File: src/rtl/fifo_pkg.sv
`default_nettype none
// ============================================================================
// Module      : fifo_pkg
// Description : Shared default widths/thresholds and parameter sanity helper
//               for the synchronous FIFO.
// Revision    : 1.0 - initial release
// ============================================================================
package fifo_pkg;

   localparam int c_DATA_W    = 16;
   localparam int c_ADDR_W    = 4;
   localparam int c_AF_THRESH = 12;
   localparam int c_AE_THRESH = 2;

   // Thresholds must leave a gap between almost_empty and almost_full and fit the depth.
   function automatic bit thresh_ok(input int ae, input int af, input int depth);
      return (ae < af) && (af <= depth);
   endfunction

endpackage
`default_nettype wire

File: src/rtl/fifo_dpram.sv
`default_nettype none
// ============================================================================
// Module      : fifo_dpram
// Description : Simple dual-port RAM, one write port and one registered read
//               port. Only the read register is reset; the array is not.
// Revision    : 1.0 - initial release
// ============================================================================
module fifo_dpram #(
   parameter int DATA_W = 16,
   parameter int ADDR_W = 4
) (
   input  logic              clk,
   input  logic              rst,
   input  logic              we,
   input  logic [ADDR_W-1:0] waddr,
   input  logic [DATA_W-1:0] wdata,
   input  logic              re,
   input  logic [ADDR_W-1:0] raddr,
   output logic [DATA_W-1:0] rdata
);

   localparam int c_DEPTH = 2 ** ADDR_W;

   logic [DATA_W-1:0] r_mem [c_DEPTH];
   logic [DATA_W-1:0] r_rdata;

   always_ff @(posedge clk) begin
      if (we) begin
         r_mem[waddr] <= wdata;
      end
   end

   always_ff @(posedge clk) begin
      if (rst) begin
         r_rdata <= '0;
      end else if (re) begin
         r_rdata <= r_mem[raddr];
      end
   end

   assign rdata = r_rdata;

endmodule
`default_nettype wire

File: src/rtl/param_sync_fifo.sv
`default_nettype none
// ============================================================================
// Module      : param_sync_fifo
// Description : Parameterised single-clock FIFO with registered read data,
//               fill-level flags, sticky over/underflow and synchronous flush.
// Revision    : 1.0 - initial release
// ============================================================================
module param_sync_fifo
   import fifo_pkg::*;
#(
   parameter int DATA_W    = c_DATA_W,
   parameter int ADDR_W    = c_ADDR_W,
   parameter int AF_THRESH = c_AF_THRESH,
   parameter int AE_THRESH = c_AE_THRESH
) (
   input  logic              clk,
   input  logic              rst,
   input  logic              flush,
   input  logic              wr_en,
   input  logic [DATA_W-1:0] data_in,
   input  logic              rd_en,
   output logic [DATA_W-1:0] data_out,
   output logic              data_valid,
   output logic [ADDR_W:0]   count,
   output logic              full,
   output logic              empty,
   output logic              almost_full,
   output logic              almost_empty,
   output logic              overflow,
   output logic              underflow,
   input  logic              err_clr
);

   localparam int            c_DEPTH_I = 2 ** ADDR_W;
   localparam logic [ADDR_W:0] c_DEPTH = (ADDR_W+1)'(c_DEPTH_I);
   localparam logic [ADDR_W:0] c_AF    = (ADDR_W+1)'(AF_THRESH);
   localparam logic [ADDR_W:0] c_AE    = (ADDR_W+1)'(AE_THRESH);

   if (!thresh_ok(AE_THRESH, AF_THRESH, c_DEPTH_I)) begin : g_bad_thresh
      $error("param_sync_fifo: need AE_THRESH < AF_THRESH <= DEPTH");
   end

   logic [ADDR_W-1:0] r_wr_ptr;
   logic [ADDR_W-1:0] r_rd_ptr;
   logic [ADDR_W:0]   r_count;
   logic              r_data_valid;
   logic              r_overflow;
   logic              r_underflow;
   logic              w_full;
   logic              w_empty;
   logic              w_wa;
   logic              w_ra;

   assign w_full  = (r_count == c_DEPTH);
   assign w_empty = (r_count == '0);

   // Reset and flush both suppress any transfer in their cycle.
   assign w_wa = wr_en && !w_full  && !flush && !rst;
   assign w_ra = rd_en && !w_empty && !flush && !rst;

   always_ff @(posedge clk) begin
      if (rst) begin
         r_wr_ptr     <= '0;
         r_rd_ptr     <= '0;
         r_count      <= '0;
         r_data_valid <= 1'b0;
      end else if (flush) begin
         r_wr_ptr     <= '0;
         r_rd_ptr     <= '0;
         r_count      <= '0;
         r_data_valid <= 1'b0;
      end else begin
         r_data_valid <= w_ra;
         if (w_wa) begin
            r_wr_ptr <= r_wr_ptr + ADDR_W'(1);
         end
         if (w_ra) begin
            r_rd_ptr <= r_rd_ptr + ADDR_W'(1);
         end
         case ({w_wa, w_ra})
            2'b10:   r_count <= r_count + (ADDR_W+1)'(1);
            2'b01:   r_count <= r_count - (ADDR_W+1)'(1);
            default: r_count <= r_count;
         endcase
      end
   end

   // A new error event takes precedence over a clear in the same cycle.
   always_ff @(posedge clk) begin
      if (rst) begin
         r_overflow  <= 1'b0;
         r_underflow <= 1'b0;
      end else if (!flush) begin
         if (wr_en && w_full) begin
            r_overflow <= 1'b1;
         end else if (err_clr) begin
            r_overflow <= 1'b0;
         end
         if (rd_en && w_empty) begin
            r_underflow <= 1'b1;
         end else if (err_clr) begin
            r_underflow <= 1'b0;
         end
      end
   end

   fifo_dpram #(
      .DATA_W (DATA_W),
      .ADDR_W (ADDR_W)
   ) u_ram (
      .clk   (clk),
      .rst   (rst),
      .we    (w_wa),
      .waddr (r_wr_ptr),
      .wdata (data_in),
      .re    (w_ra),
      .raddr (r_rd_ptr),
      .rdata (data_out)
   );

   assign data_valid   = r_data_valid;
   assign count        = r_count;
   assign full         = w_full;
   assign empty        = w_empty;
   assign almost_full  = (r_count >= c_AF);
   assign almost_empty = (r_count <= c_AE);
   assign overflow     = r_overflow;
   assign underflow    = r_underflow;

endmodule
`default_nettype wire

File: config.mk
export PLATFORM = sky130hd
export DESIGN_NAME = param_sync_fifo
export DESIGN_NICKNAME = d
export VERILOG_FILES = /design/src/rtl/fifo_pkg.sv /design/src/rtl/fifo_dpram.sv /design/src/rtl/param_sync_fifo.sv
export SDC_FILE = /design/constraint.sdc
export NUM_CORES = 1
export LEC_CHECK = 0
export BUFFER_PORTS_ARGS = -buffer_cell sky130_fd_sc_hd__buf_2
export CAP_MARGIN = 20
export CORE_AREA = 2 2 154 156
export DETAILED_ROUTE_END_ITERATION = 16
export DIE_AREA = 0 0 156 158
export GPL_TIMING_DRIVEN = 0
export PLACE_DENSITY = 0.74
export SYNTH_ARGS = -nofsm -noshare
export SYNTH_HDL_FRONTEND = slang
export SYNTH_SLANG_ARGS = --single-unit
File: constraint.sdc
create_clock -name clk -period 3 [get_ports clk]
set_input_delay 0 -clock clk [delete_from_list [all_inputs] [get_ports clk]]
set_output_delay 0 -clock clk [all_outputs]
set_load 0.02 [all_outputs]
Yosys cells after proc, flatten, opt, wreduce, memory -nomap -nowiden
Memories as Yosys holds them, arrays and structs flattened. A register that Yosys moved wholly into a read port is not among the register bits.
Cells that the tools add are included.
Widths: inputs -> output; s select.
{"block": "totals", "regBits": 16, "mem_bits_rw": 256, "out_inout_bits": 28, "n_memories": 1}
{"memory": "u_ram.r_mem", "words": 16, "width": 16, "rd": 1, "rd_ports_with_merged_regs": 1, "write_ports": 1, "line_no": "fifo_dpram.sv:24", "rtl": "logic [DATA_W-1:0] r_mem [c_DEPTH];"}
{"block": "classes", "add_sub_neg": 4, "order_cmp": 2, "eq_ne": 3, "muxes": 6, "n_bitwise": 1, "n_reduce_logical": 19}
{"cell": "$pmux 5 s2", "count": 1}
{"cell": "$add 4x1->4 const B", "count": 2}
{"cell": "$logic_and 1x1->1", "count": 8}
{"cell": "$reduce_bool 2->1", "count": 3}
{"cell": "$add 5x1->5 const B", "count": 1}
{"cell": "$eq 5x5->1 const B", "count": 1}
{"cell": "$ge 5x4->1 const B", "count": 1}
{"cell": "$le 5x2->1 const B", "count": 1}
{"cell": "$logic_not 5->1", "count": 1}
{"cell": "$mux 1", "count": 5}
{"cell": "$sub 5x1->5 const B", "count": 1}
{"cell": "$logic_not 1->1", "count": 4}
{"cell": "$reduce_and 2->1", "count": 2}
{"cell": "$eq 2x1->1 const B", "count": 1}
{"cell": "$eq 2x2->1 const B", "count": 1}
{"cell": "$reduce_or 2->1", "count": 1}
{"cell": "$not 1->1", "count": 1}

Depth between registers and ports, before layout
Gate-level depths: netlist of the first run.
{"block": "depth", "word_depth": 7, "mapped_depth": 10}

Cells and area by module
A second synthesis of the first run with hierarchy kept.
{"block": "hier_totals", "cells_unflattened": 697, "hier_area_um2": 11365.9}
{"module": "fifo_dpram", "instances": 1, "cells_per_inst": 606, "area_each_um2": 10545.1, "seq_area_each_um2": 8007.7}
{"module": "param_sync_fifo", "instances": 1, "cells_per_inst": 91, "area_each_um2": 820.8, "seq_area_each_um2": 320.3}

Least setup slack after synthesis of the first run
OpenSTA, ideal clock, no wires.
{"block": "synth_timing", "kind": "register to register", "from": "register r_count[0], in the netlist count[0]", "to": "register r_count[4], in the netlist count[4]", "arrival_ns": 2.693, "slack_ns": 0.236, "path_stages_with_launch": 10, "path_buffers": 1, "period_less_slack_ns": 2.764, "path_cell_list": "dfxtp_1 nor4_2 a21boi_2 buf_2 ha_1 fa_1 a21o_1 a21oi_1 mux2i_1 mux2i_1"}
{"block": "synth_between", "elab_chain_len": 7, "word_cells_on_any_way": 16}
{"item": "start, declared", "line_no": "param_sync_fifo.sv:45", "rtl": "logic [ADDR_W:0] r_count;"}
{"item": "start signal, assigned", "line_no": "param_sync_fifo.sv:81", "rtl": "2'b10: r_count <= r_count + (ADDR_W+1)'(1);"}
{"item": "start signal, assigned", "line_no": "param_sync_fifo.sv:82", "rtl": "2'b01: r_count <= r_count - (ADDR_W+1)'(1);"}
{"item": "start signal, assigned", "line_no": "param_sync_fifo.sv:83", "rtl": "default: r_count <= r_count;"}
{"item": "$logic_not 5->1 (*)", "line_no": "param_sync_fifo.sv:55", "rtl": "assign w_empty = (r_count == '0);"}
{"item": "$logic_not 1->1 (*)", "line_no": "param_sync_fifo.sv:59", "rtl": "assign w_ra = rd_en && !w_empty && !flush && !rst;"}
{"item": "$logic_and 1x1->1 (*) (3 in a row)", "line_no": "param_sync_fifo.sv:59"}
{"item": "via u_ram.re", "line_no": "fifo_dpram.sv:17", "rtl": "input logic re,"}
{"item": "$eq 2x1->1 / $eq 2x2->1 (equally long branches)", "line_no": "param_sync_fifo.sv:80", "rtl": "case ({w_wa, w_ra})"}
{"item": "$pmux 5 s2 / $reduce_bool 2->1 (equally long branches)"}
The timed path passes the listed nets; every way through them passes the cells marked *.
A chain may end at the register's enable or synchronous reset.

Worst setup path after layout of the first run
{"block": "layout_timing", "from": "register r_count[4], in the netlist count[4]", "to": "register r_count[4], in the netlist count[4]"}
Same word-level chain as after synthesis.

==> results of run 1 <==
==> sequential cells by signal (all words and copies together), names as in the netlist <==
register and flops:
r_wr_ptr 4, u_ram.rdata 16, underflow 1, count 5, r_rd_ptr 4, data_valid 1, u_ram.r_mem 256, overflow 1
==> cell usage in the layout (no fill, tap or decap), drive strengths merged, types with 10 or more instances in the layout <==
| cell | Yosys | layout |
|---|---|---|
| clkbuf | 10 | 53 |
| a311oi | 16 | 16 |
| buf | 29 | 94 |
| nor2 | 76 | 76 |
| dlygate4sd3 | 0 | 25 |
| dfxtp | 32 | 32 |
| nand2 | 10 | 10 |
| o22ai | 62 | 62 |
| mux2i | 129 | 129 |
| edfxtp | 256 | 256 |
==> metal layers <==
| layer | up-vias | share of wire (%) |
|---|---|---|
| li1 | 2931 | - |
| met1 | 3184 | 43 |
| met2 | 263 | 48 |
| met3 | 55 | 6.4 |
| met4 | 0 | 2.7 |
| met5 | - | 0 |
==> path summary, 6_finish.rpt <==
check	start	to	slack (ps)	cells past startpoint
max	count[4]$_SDFFE_PP0P_	count[4]$_SDFFE_PP0P_	190	10
min	rst	data_valid$_SDFF_PP0_	380	4
max reg2reg	count[4]$_SDFFE_PP0P_	count[4]$_SDFFE_PP0P_	190	10
min reg2reg	u_ram.rdata[15]$_SDFFE_PP0P_	u_ram.rdata[15]$_SDFFE_PP0P_	510	2
==> cells in the mapped netlist (2+ instances only) <==
cell type / instances
edfxtp_1: 256
mux2i_1: 129
nor2_1: 76
o22ai_1: 61
dfxtp_1: 32
buf_2: 22
a311oi_2: 11
clkbuf_1: 10
nand2_1: 10
ha_1: 9
inv_1: 6
a311oi_1: 5
xnor2_1: 5
a21oi_1: 4
buf_6: 4
nand3_1: 4
nor3_1: 4
or3b_1: 4
xor2_1: 4
nand3b_1: 3
a21o_1: 2
buf_4: 2
mux4_2: 2
nand2b_1: 2
o211ai_1: 2
==> through the flow <==
stage	instance area [um2]	hold slack [ps]	TNS, ps	std cells
floorplan	11300	98.9	0	689
detailed placement	12200	298	-139	1043
finish	13500	384	0	1121
CTS	13500	343	0	1120
global placement	12000	280	-31970	1028
global route	13500	406	0	1121
==> cell type report <==
class,count,share of cell area (%)
repair buffers,90,5.27
inverters,6,0.167
flip-flops and latches,288,61.8
multi-input cells,356,21.2
clock inverters,9,0.771
clock buffers,43,6.54
well taps,290,2.69
plain buffers,39,1.59
==> worst max-delay path, cell delays in order (launching register included) <==
cell	delay, ps
dfxtp_1	340
buf_2	220
inv_1	180
a21boi_4	290
buf_4	290
ha_2	280
ha_1	290
a21o_1	200
a21oi_1	180
mux2i_1	270
mux2i_1	200
==> repair_timing <==
item	in CTS	in global routing
setup buffers	0	1
pin swaps	0	1
endpoints found under the hold margin	264	0
hold buffers	25	0
resized for setup	2	2
endpoints found under the setup margin	1	1
==> report_power, final <==
| group | total [uW] | leakage, uW | internal (uW) | switching (uW) |
|---|---|---|---|---|
| clock network | 3630 | 0.000481 | 2190 | 1430 |
| registers | 4370 | 0.00256 | 4370 | 5.13 |
| logic | 153 | 0.00129 | 50.4 | 102 |
==> cell families (layout without fill, tap and decap cells) <==
logic type / after synthesis / count (layout) / share of synthesized area [%]
simple gates: 111 / 111 / 4.42
fa+ha+maj: 10 / 10 / 1.17
mux: 131 / 131 / 11.8
xor+xnor: 9 / 9 / 0.695
compound gates: 95 / 95 / 6.47
flops: 288 / 288 / 73.4
buf+inv: 45 / 187 / 2.06
==> qor.csv, run 1 <==
stage,metric,value,unit
status,status,completed,
synthesis,synthCells,689,
timing,hold_viol_final,0,
floorplanning,fp.dieH,158,um
global_route,grt_busiest_layer,met2,
timing,rsz0062_at_grt,no,
cts,cts.reportedPaths.clkPinSlew,70,ps
global_route,grt_usage,19.9,%
setup_path,critPathRequiredTime,3470,ps
timing,max_freq,356,MHz
timing,fin_ws,195,ps
floorplanning,die_area,0.0246,mm2
setup_path,path_max_fanout,10,
floorplanning,rows,56,
cts,clock-sinks,288,
power_and_ir_drop,finalPower,8160,uW
global_route,grt_overflow,0,
cts,root_buffer,clkbuf_16,
synthesis,yosys.cell_types.count,45,
synthesis,synth_edf_count,256,
routing,wirelength,24300,um
timing,setup_viol,0,
timing,min_period,2810,ps
placed_design,io_buffers,49,
power_and_ir_drop,p_leak,0.00433,uW
setup_path,cp-end-kind,flip-flop,
floorplanning,start_util,49.2,%
cts,cts_made_buffers,28,
layout,area_delta_synth_final,18.8,%
hold_path,hp-class,in2reg,
timing,finalCritPeriodShare,93.5,%
layout,antenna_cells,0,
global_route,antenna_found_initial,0,
timing,drv_slew,0,
synthesis,synth-seq-cells,288,
synthesis,synthTopCellsByArea,"edfxtp_1 68%, mux2i_1 11%, dfxtp_1 5.6%",
floorplanning,die_w,156,um
layout,seqCellArea,0.00833,mm2
job,maxCapViolations,0,
synthesis,ys_seq_area_share,73.4,%
global_route,gr-usage-met1,26.7,%
global_route,grt_pass1_vias,6371,
routing,drt_iter0_drc,613,
routing,avgViaCountPerCell,5.74,
setup_path,critPathKind,reg2reg,
placed_design,dpl.hpwl,15900,um
timing,worstMarginPinSlew,963,ps
global_route,grtUsageMet2,34.1,%
synthesis,ys.flop_type,edfxtp_1,
timing,slew-limit-headroom,35.8,%
synthesis,synth_area,0.0113,mm2
global_route,grtUsageMet3,3.09,%
setup_path,start_kind,flip-flop,
placed_design,dp_slack,-139,ps
synthesis,yosys.area.top_type,edfxtp_1,
cts,clk_latency,540,ps
setup_path,crit_arrival,3270,ps
layout,fin_util,58.5,%
layout,n_fill_cell,1689,
routing,drtPass1Iterations,5,
layout,nNetsFinal,841,
synthesis,synth_nets,721,
synthesis,yosysWarningCount,0,
placed_design,gp_congestion,0.880,
synthesis,async_flop_share,0,%
layout,multiInputGateArea,0.00285,mm2
global_route,grt_max_degree,17,
cts,cts_tree,done,
routing,wl_per_cell,21.7,um
power_and_ir_drop,ir_worst_vdd,553,uV
power_and_ir_drop,powerDensity,605,mW/mm2
synthesis,synth_top_area_share,67.8,%
global_route,grt_first_pass_wirelength,36500,um
synthesis,avgSynthCellArea,16.5,um2
routing,via_count,6433,
routing,drc,0,
cts,clockBufferDepth,3,
timing,skew,8.45,ps
cts,cts_max_level,1,
routing,ant_nets,0,
floorplanning,core-area,0.0231,mm2
floorplanning,ioPinCount,50,
layout,layout-drive-gt1-share,21.3,%
(Power assumes the default switching activity.)
==> run 2: changes to the inputs <==
--- a/config.mk
+++ b/config.mk
@@ -7,11 +7,12 @@
 export LEC_CHECK = 0
 export BUFFER_PORTS_ARGS = -buffer_cell sky130_fd_sc_hd__buf_2
 export CAP_MARGIN = 20
-export CORE_AREA = 2 2 154 156
+export CORE_AREA = 5 5 157 159
 export DETAILED_ROUTE_END_ITERATION = 16
-export DIE_AREA = 0 0 156 158
+export DIE_AREA = 0 0 162 164
 export GPL_TIMING_DRIVEN = 0
 export PLACE_DENSITY = 0.74
+export SETUP_SLACK_MARGIN = 0.3
 export SYNTH_ARGS = -nofsm -noshare
 export SYNTH_HDL_FRONTEND = slang
 export SYNTH_SLANG_ARGS = --single-unit
==> qor.csv, run 2 (synthesis results as in run 1) <==
stage,metric,value,unit,change
status,status,completed,,
routing,wl_per_cell,22.4,um,+3.1%
routing,via_count,6492,,+0.92%
global_route,grt_first_pass_wirelength,38500,um,+5.2%
setup_path,critPathRequiredTime,3470,ps,about the same
routing,drt_iter0_drc,507,,-17%
power_and_ir_drop,finalPower,8400,uW,+3.0%
timing,min_period,2520,ps,-283 ps
floorplanning,die_area,0.0266,mm2,+7.8%
layout,final_common_cell,edfxtp_1,,
global_route,grt_usage,19.0,%,-0.93 points
hold_path,min_to,data_valid$_SDFF_PP0_,,
routing,wirelength,25200,um,+3.5%
timing,slew-limit-headroom,34.8,%,-0.98 points
layout,area_delta_synth_final,19.9,%,
layout,nNetsFinal,845,,+0.48%
power_and_ir_drop,p_leak,0.00440,uW,+1.5%
power_and_ir_drop,powerDensity,618,mW/mm2,+2.0%
timing,finalCritPeriodShare,84.1,%,-9.4 points
cts,cts.reportedPaths.clkPinSlew,60,ps,about the same
placed_design,post_dp_cell_area,0.0122,mm2,+0.15%
cts,clock-sinks,288,,unchanged
cts,root_buffer,clkbuf_16,,
global_route,antenna_found_initial,0,,unchanged
timing,drv_slew,0,,unchanged
layout,fin_util,58.9,%,+0.41 points
timing,timing.hold.ws,377,ps,-7.10 ps
global_route,grt_max_degree,17,,unchanged
floorplanning,fp.dieH,164,um,+3.8%
layout,most-common-layout-cells,"256 x edfxtp_1, 129 x mux2i_1, 69 x buf_2, 64 x nor2_1, 61 x o22ai_1",,
floorplanning,start_util,49.1,%,-0.15 points
cts,clockBufferDepth,3,,unchanged
cts,cts_made_buffers,29,,+3.6%
routing,drtPass1Iterations,5,,unchanged
setup_path,worst_r2r_startpoint,count[4]$_SDFFE_PP0P_,,
setup_path,path_max_fanout,10,,unchanged
power_and_ir_drop,ir_worst_vdd,520,uV,-6.0%
cts,clk_latency,550,ps,about the same
timing,max_freq,397,MHz,+11%
job,maxCapViolations,0,,unchanged
global_route,grt_pass1_vias,6652,,+4.4%
hold_path,hp-class,in2reg,,
placed_design,dp.cells,1042,,-0.096%
timing,rsz0062_at_grt,no,,
hold_path,hold_start,flush,,
global_route,grt_overflow,0,,unchanged
setup_path,worstRegToRegCells,10,,unchanged
timing,skew,18.8,ps,+10.3 ps
layout,final_cells,1126,,+0.45%
layout,design_area,0.0136,mm2,+1.0%
layout,largest_register_ffs,256,,unchanged
layout,antenna_cells,0,,unchanged
layout,top_register,u_ram.r_mem,,
cts,cts_tree,done,,
setup_path,cp-end-kind,flip-flop,,
timing,hold_viol_final,0,,unchanged
routing,avgViaCountPerCell,5.77,,+0.47%
layout,layout-drive-gt1-share,22.2,%,+0.95 points
floorplanning,core-area,0.0231,mm2,+0.30%
placed_design,io_buffers,49,,unchanged
routing,drc,0,,unchanged
floorplanning,die_w,162,um,+3.8%
setup_path,crit_arrival,2990,ps,-280 ps
floorplanning,ioPinCount,50,,unchanged
timing,setup_viol,0,,unchanged
timing,worstMarginPinSlew,977,ps,+14.7 ps
setup_path,critPathKind,reg2reg,,
placed_design,gp_congestion,0.822,,-6.5%
floorplanning,rows,56,,unchanged
placed_design,dpl.hpwl,16100,um,+1.5%
cts,cts_max_level,1,,unchanged
hold_path,holdPathStages,4,,unchanged
setup_path,start_kind,flip-flop,,
setup_path,reg2reg_to,count[4]$_SDFFE_PP0P_,,
routing,ant_nets,0,,unchanged
setup_path,rrSetupSlack,480,ps,+280 ps
run 2: worst max-delay path, cell delays in order (launching register included):
cell,delay (ps)
dfxtp_1,320
clkbuf_4,210
clkinvlp_4,190
a21boi_4,250
buf_8,210
ha_4,190
ha_1,260
a21o_1,200
a21oi_1,170
mux2i_1,260
mux2i_1,200
run 2: through the flow:
step / TNS, ps / setup slack [ps]
floorplan: 0 / 319
finish: 0 / 478
global route: 0 / 304
detailed placement: 0 / 44.1
CTS: 0 / 314
global placement: -34250 / -679
run 2: timing repair:
item	CTS	global route
hold buffers	25	0
setup endpoints to repair	2	9
hold endpoints to repair	264	0
pin swaps	1	1
setup buffers	1	4
resized for setup	5	8
run 2: metal layers:
| layer | up-vias | part of all wire, % | wire, um | track usage, % |
|---|---|---|---|---|
| met5 | - | 0 | 0 | 0 |
| met1 | 3250 | 42 | 10700 | 25.9 |
| met4 | 0 | 2.0 | 503 | 4.69 |
| li1 | 2942 | - | - | - |
| met3 | 42 | 6.5 | 1640 | 2.99 |
| met2 | 258 | 49 | 12400 | 32.5 |
run 2: worst max-delay path by stage:
stage	startpoint	end	cells after the start
after CTS	count[0]$_SDFFE_PP0P_	count[4]$_SDFFE_PP0P_	10
final	count[4]$_SDFFE_PP0P_	count[4]$_SDFFE_PP0P_	10
after floorplan	count[0]$_SDFFE_PP0P_	count[4]$_SDFFE_PP0P_	9
after detailed placement	count[0]$_SDFFE_PP0P_	count[4]$_SDFFE_PP0P_	9
after global routing	count[4]$_SDFFE_PP0P_	count[4]$_SDFFE_PP0P_	10
after global placement	count[0]$_SDFFE_PP0P_	u_ram.r_mem[2][11]$_DFFE_PP_	4
run 2: where the power goes:
| group | internal (uW) | total (uW) | leakage [uW] | switching, uW |
|---|---|---|---|---|
| Sequential | 4370 | 4370 | 0.00256 | 5.00 |
| Clock | 2410 | 3870 | 0.000516 | 1460 |
| Combinational | 51.3 | 156 | 0.00132 | 105 |
| Total | 6830 | 8400 | 0.00440 | 1570 |
run 2: final cells by class:
cell class,instances,area [um2]
buffer,39,224
clock buffer,38,810
clock inverter,16,234
fill,1709,9510
inverter,6,26.3
multi-input combinational,356,2870
sequential,288,8330
tap,290,363
timing repair buffer,93,749
